==> config.mk <==
export PLATFORM = sky130hd
export DESIGN_NAME = ps2_key_event_ctrl
export DESIGN_NICKNAME = d
export VERILOG_FILES = /design/src/rtl/ps2_keys_pkg.sv /design/src/rtl/ps2_event_fifo.sv /design/src/rtl/ps2_key_event_ctrl.sv
export SDC_FILE = /design/constraint.sdc
export NUM_CORES = 1
export LEC_CHECK = 0
export CAP_MARGIN = 20
export CORE_MARGIN = 2
export CORE_UTILIZATION = 25
export DETAILED_ROUTE_END_ITERATION = 12
export SLEW_MARGIN = 10
export SYNTH_ARGS = -nofsm -noshare
export SYNTH_HDL_FRONTEND = slang
export SYNTH_HIERARCHICAL = 1
export SYNTH_SLANG_ARGS = --single-unit
==> constraint.sdc <==
create_clock -name clock -period 3.37 [get_ports clock]
set_input_delay 0.674 -clock clock [delete_from_list [all_inputs] [get_ports clock]]
set_output_delay 0.674 -clock clock [all_outputs]
set_load 0.005 [all_outputs]
==> src/rtl/ps2_keys_pkg.sv <==
// ps2_keys_pkg: PS/2 scancodes, arrow key indices, parser state encoding and arrow decoder
package ps2_keys_pkg;
  localparam logic [7:0] SC_EXT   = 8'hE0;
  localparam logic [7:0] SC_BRK   = 8'hF0;
  localparam logic [7:0] SC_UP    = 8'h75;
  localparam logic [7:0] SC_DOWN  = 8'h72;
  localparam logic [7:0] SC_LEFT  = 8'h6B;
  localparam logic [7:0] SC_RIGHT = 8'h74;
  localparam logic [1:0] KEY_UP    = 2'd0;
  localparam logic [1:0] KEY_DOWN  = 2'd1;
  localparam logic [1:0] KEY_LEFT  = 2'd2;
  localparam logic [1:0] KEY_RIGHT = 2'd3;
  typedef enum logic [1:0] {ST_IDLE, ST_EXT, ST_BRK, ST_EXT_BRK} state_t;
  // returns {is_arrow, key_index}
  function automatic logic [2:0] decode_arrow(input logic [7:0] sc);
    return sc == SC_UP    ? {1'b1, KEY_UP}    :
           sc == SC_DOWN  ? {1'b1, KEY_DOWN}  :
           sc == SC_LEFT  ? {1'b1, KEY_LEFT}  :
           sc == SC_RIGHT ? {1'b1, KEY_RIGHT} : 3'b000;
  endfunction
endpackage

==> src/rtl/ps2_event_fifo.sv <==
// ps2_event_fifo: synchronous FIFO of 3-bit key events
// Ports: clock, resetn (sync, active-low); push/din write; pop/dout read head;
// full, empty, count (0..DEPTH). Push while full succeeds only with a same-cycle pop.
module ps2_event_fifo #(
  parameter int DEPTH = 4
) (
  input  logic                       clock,
  input  logic                       resetn,
  input  logic                       push,
  input  logic [2:0]                 din,
  input  logic                       pop,
  output logic [2:0]                 dout,
  output logic                       full,
  output logic                       empty,
  output logic [$clog2(DEPTH):0]     count
);
  localparam int AW = $clog2(DEPTH);
  logic [2:0]    mem_q [DEPTH];
  logic [2:0]    mem_d [DEPTH];
  logic [AW-1:0] wr_q, wr_d, rd_q, rd_d;
  logic [AW:0]   cnt_q, cnt_d;
  logic          do_push, do_pop;
  assign empty   = cnt_q == '0;
  assign full    = cnt_q == (AW+1)'(DEPTH);
  assign do_pop  = pop & ~empty;
  assign do_push = push & (~full | do_pop);
  assign dout    = mem_q[rd_q];
  assign count   = cnt_q;
  always_comb begin
    mem_d = mem_q;
    if (do_push) mem_d[wr_q] = din;
    wr_d  = wr_q + AW'(do_push);
    rd_d  = rd_q + AW'(do_pop);
    cnt_d = cnt_q + (AW+1)'(do_push) - (AW+1)'(do_pop);
  end
  always_ff @(posedge clock) begin
    if (!resetn) begin
      wr_q  <= '0;
      rd_q  <= '0;
      cnt_q <= '0;
    end else begin
      wr_q  <= wr_d;
      rd_q  <= rd_d;
      cnt_q <= cnt_d;
    end
    mem_q <= mem_d;
  end
endmodule

==> src/rtl/ps2_key_event_ctrl.sv <==
// ps2_key_event_ctrl: PS/2 byte stream -> arrow press/release events in a valid/ready FIFO
// Ports: clock, resetn (sync, active-low); received_data/received_data_en from PS/2 controller;
// enable gates FIFO pushes; evt_valid/evt_ready/evt_key/evt_make head handshake;
// key_held bitmap; fifo_count; sticky overflow.
// Macro KEY_REPEAT_FILTER_EN: drop makes for keys already held (typematic repeats).
module ps2_key_event_ctrl
  import ps2_keys_pkg::*;
#(
  parameter int FIFO_DEPTH     = 4,
  parameter int PREFIX_TIMEOUT = 50000
) (
  input  logic                        clock,
  input  logic                        resetn,
  input  logic [7:0]                  received_data,
  input  logic                        received_data_en,
  input  logic                        enable,
  output logic                        evt_valid,
  input  logic                        evt_ready,
  output logic [1:0]                  evt_key,
  output logic                        evt_make,
  output logic [3:0]                  key_held,
  output logic [$clog2(FIFO_DEPTH):0] fifo_count,
  output logic                        overflow
);
  localparam int TW = $clog2(PREFIX_TIMEOUT + 1);
  state_t        st_q, st_d;
  logic [TW-1:0] tmr_q, tmr_d;
  logic [3:0]    held_q, held_d;
  logic          ovf_q, ovf_d;
  logic [2:0]    arw, head;
  logic [1:0]    key;
  logic          ev, mk, push, pop, full, empty;
  assign arw = decode_arrow(received_data);
  assign key = arw[1:0];
  always_comb begin
    st_d  = st_q;
    ev    = 1'b0;
    mk    = 1'b0;
    // any byte leaves the current state, so the timer restarts from zero
    tmr_d = (st_q == ST_IDLE || received_data_en) ? '0 : tmr_q + TW'(1);
    if (received_data_en) begin
      ev   = arw[2];
      mk   = st_q == ST_IDLE || st_q == ST_EXT;
      st_d = arw[2] ? ST_IDLE :
             (received_data == SC_EXT && (st_q == ST_IDLE || st_q == ST_EXT)) ? ST_EXT :
             (received_data == SC_BRK && st_q == ST_IDLE) ? ST_BRK :
             (received_data == SC_BRK && st_q == ST_EXT) ? ST_EXT_BRK : ST_IDLE;
    end else if (st_q != ST_IDLE && tmr_q == TW'(PREFIX_TIMEOUT - 1)) begin
      st_d = ST_IDLE;
    end
    held_d = !ev ? held_q : mk ? held_q | (4'b1 << key) : held_q & ~(4'b1 << key);
    ovf_d  = ovf_q | (push & full & ~pop);
  end
`ifdef KEY_REPEAT_FILTER_EN
  assign push = ev & enable & ~(mk & held_q[key]);
`else
  assign push = ev & enable;
`endif
  assign pop = evt_valid & evt_ready;
  ps2_event_fifo #(.DEPTH(FIFO_DEPTH)) u_fifo (
    .clock  (clock),
    .resetn (resetn),
    .push   (push),
    .din    ({key, mk}),
    .pop    (pop),
    .dout   (head),
    .full   (full),
    .empty  (empty),
    .count  (fifo_count)
  );
  assign evt_valid = ~empty;
  assign evt_key   = head[2:1];
  assign evt_make  = head[0];
  assign key_held  = held_q;
  assign overflow  = ovf_q;
  always_ff @(posedge clock) begin
    if (!resetn) begin
      st_q   <= ST_IDLE;
      tmr_q  <= '0;
      held_q <= '0;
      ovf_q  <= 1'b0;
    end else begin
      st_q   <= st_d;
      tmr_q  <= tmr_d;
      held_q <= held_d;
      ovf_q  <= ovf_d;
    end
  end
endmodule

==> impl_metrics.env <==
export IMPL_outcome="finished clean"
export IMPL_fmax_mhz=316
export IMPL_placed_cell_area_um2=2470
export IMPL_rows=32
export IMPL_detail_route_wirelength_mm=4.07
export IMPL_setup_ws_ns=0.202
export IMPL_p_leak_nw=0.879
export IMPL_wl_per_cell_um=12.1
export IMPL_vias=1491
export IMPL_die_h_um=93.7
export IMPL_yosys_register_bits=42
export IMPL_cts_htree_levels=2
export IMPL_ioPinCount=25
export IMPL_synth_common_cells="dfxtp_1, nor2_1, nand2_1, edfxtp_1"
export IMPL_grt_antenna_before_repair=0
export IMPL_grt_total_usage_pct=9.75
export IMPL_ys_top_cells_by_area="dfxtp_1, edfxtp_1, nor2_1"
export IMPL_dp_hpwl_mm=3.10
export IMPL_first_pass_iters=4
export IMPL_synth_seq_area_share_pct=47.8
export IMPL_hold_class="reg2reg"
export IMPL_pre_cts_slack_ns=-0.0752
export IMPL_clk_path_buf_depth=2
export IMPL_finClkSkew_ns=0.0121
export IMPL_internal_power_uw=690
export IMPL_grt_pass1_wl_mm=6.64
export IMPL_holdWs_ns=0.468
export IMPL_crit_type="in2reg"
export IMPL_switching_power_uw=203
export IMPL_port_buffers=24
export IMPL_pwr_share_seq_pct=57.9
export IMPL_synth_distinct_cells=47
export IMPL_power_density_nw_per_um2=349
export IMPL_grt_pass1_vias=1388
export IMPL_pwr_share_clk_pct=36.6
export IMPL_viasPerCell=4.44
export IMPL_power_frac_comb_pct=5.5
export IMPL_post_cts_resized=0
export IMPL_synthToLayoutAreaGrowth_pct=27.1
export IMPL_critPathMaxFanout=5
export IMPL_fin_area_um2=2560
export IMPL_cts_root_buf="clkbuf_8"
export IMPL_cp_required_ns=3.57
export IMPL_nets=251
export IMPL_yosysMostFrequentCell="dfxtp_1"
export IMPL_hold_buffers=0
export IMPL_drive_gt1_share_pct=15.8
export IMPL_ir_worst_vdd_mv=0.134
export IMPL_finalCritPeriodShare_pct=94.0
export IMPL_gp_congestion=0.752
export IMPL_end_kind="flip-flop"
export IMPL_synth_ff_type="dfxtp_1"
export IMPL_maxCapViolations=0
export IMPL_start_util_pct=25.9
export IMPL_finalHoldViolCount=0
export IMPL_synth_top_area_cell="dfxtp_1"
export IMPL_overflow=0
export IMPL_cts_sinks=42
export IMPL_cts_tree="done"
export IMPL_start_kind="primary input"
export IMPL_die_w_um=93.7
export IMPL_core_region_area_um2=7770
export IMPL_cts_made_buffers=5
export IMPL_fp_dieArea_um2=8780
export IMPL_synth_cells=191
export IMPL_min_period_ns=3.17
export IMPL_post_cts_buffers=0
export IMPL_syn_nets=209
export IMPL_drt_initial_drc_count=55
export IMPL_drc=0
export IMPL_slew_headroom_pct=60.7
export IMPL_rsz0062_at_grt="false"
export IMPL_synth_top_cell_area_share_pct=29.9
export IMPL_ys_warn_count=6
export IMPL_arrival_ns=3.36
export IMPL_setup_violations=0
export IMPL_syn_area_um2=2010
export IMPL_diodes=0
export IMPL_grt_max_degree=17
export IMPL_maxSlewViolCount=0
export IMPL_p_sw_share_pct=22.8
export IMPL_tightest_slew_ns=0.585
export IMPL_clkLatencyLatePin_ns=0.30
export IMPL_path_clk_slew_ns=0.09
export IMPL_async_flop_share_pct=0
export IMPL_synth_edf_count=12
export IMPL_fillCellCount=812
export IMPL_ant_nets=0
export IMPL_avgSynthCellArea_um2=10.5
[cell type report]
type                       count  area, um^2  area share (%)
clock buffer                   6        72.6            2.84
clock inverter                 2        13.8           0.538
inverter                      10        37.5            1.47
multi-input combinational    136        1000            39.1
sequential                    42         961            37.6
tap                          102         128            4.99
timing repair buffer          38         345            13.5
[power by group through the flow]
stage / Sequential [mW] / Combinational (mW) / Clock, mW
detailed placement: 0.529 / 0.0484 / 0
finish: 0.517 / 0.0489 / 0.327
global placement: 0.529 / 0.0485 / 0
CTS: 0.517 / 0.0488 / 0.341
global route: 0.517 / 0.0529 / 0.355
floorplan: 0.529 / 0.0140 / 0
[cells in the final DEF, fill, tap and decap left out, types with 3 or more instances in the layout]
cell type and count:
a21oi_1 3, and2_1 8, and3_1 3, buf_4 14, clkbuf_8 5, clkdlybuf4s50_1 24
dfxtp_1 30, edfxtp_1 12, ha_1 4, inv_1 9, mux2i_1 4, mux4_2 3
nand2_1 13, nand3_1 7, nand4_1 6, nor2_1 23, nor3_1 5, nor4_1 4
nor4b_1 3, or3_1 3, xnor2_1 9, xor2_1 8
[worst paths after layout]
kind | start | endpoint | slack (ns) | depth (start not counted)
worst max-delay path | received_data[1] | u_fifo/count[2]$_SDFF_PN0_ | 0.20 | 12
worst min-delay path | flip-flop | flip-flop | 0.47 | 2
worst max register to register | u_fifo/count[1]$_SDFF_PN0_ | u_fifo/count[2]$_SDFF_PN0_ | 0.98 | 10
worst min register to register | flip-flop | flip-flop | 0.47 | 2
[flip-flops by register name, indices dropped and copies added (netlist names), named ones only]
| register | cells |
|---|---|
| overflow | 1 |
| u_fifo/wr_q | 2 |
| u_fifo/count | 3 |
| tmr_q | 16 |
| st_q | 2 |
| u_fifo/rd_q | 2 |
| u_fifo/mem_q | 12 |
[worst max-delay path: stages]
cell and delay (ns):
clkdlybuf4s50_1 0.56, or3b_1 0.42, a211oi_2 0.23, a21oi_1 0.06, nor2_1 0.17, or3b_4 0.18, o31ai_2 0.06, ha_1 0.19
fa_1 0.38, xnor2_1 0.15, xnor2_1 0.13, and2_1 0.15
[per-layer routing]
layer	vias up	wire length, um	global-route usage, %	share of wire [%]
met5	-	0	0	0
met2	22	1850	14.4	45
li1	774	-	-	-
met1	689	2010	13.3	49
met4	0	69	3.62	1.7
met3	6	145	3.05	3.6
[stage by stage]
stage / cells / power [mW] / setup TNS, ns / utilization (%)
final: 336 / 0.894 / 0 / 32.9
after global routing: 336 / 0.926 / 0 / 32.9
after CTS: 336 / 0.907 / 0 / 32.9
after detailed placement: 328 / 0.577 / -0.0798 / 31.8
after global placement: 328 / 0.578 / -0.0199 / 31.8
after floorplan: 191 / 0.543 / 0 / -
[cell families (layout without fill, tap and decap cells)]
family,count (synthesis),count (layout),share of synthesized area (%)
buf+inv,13,56,2.55
flops,42,42,47.8
mux,8,8,5.91
xor+xnor,17,17,7.40
fa+ha+maj,5,5,3.48
simple gates,91,91,25.8
compound gates,15,15,7.09
Note: power is estimated with default switching activity, not from simulation.
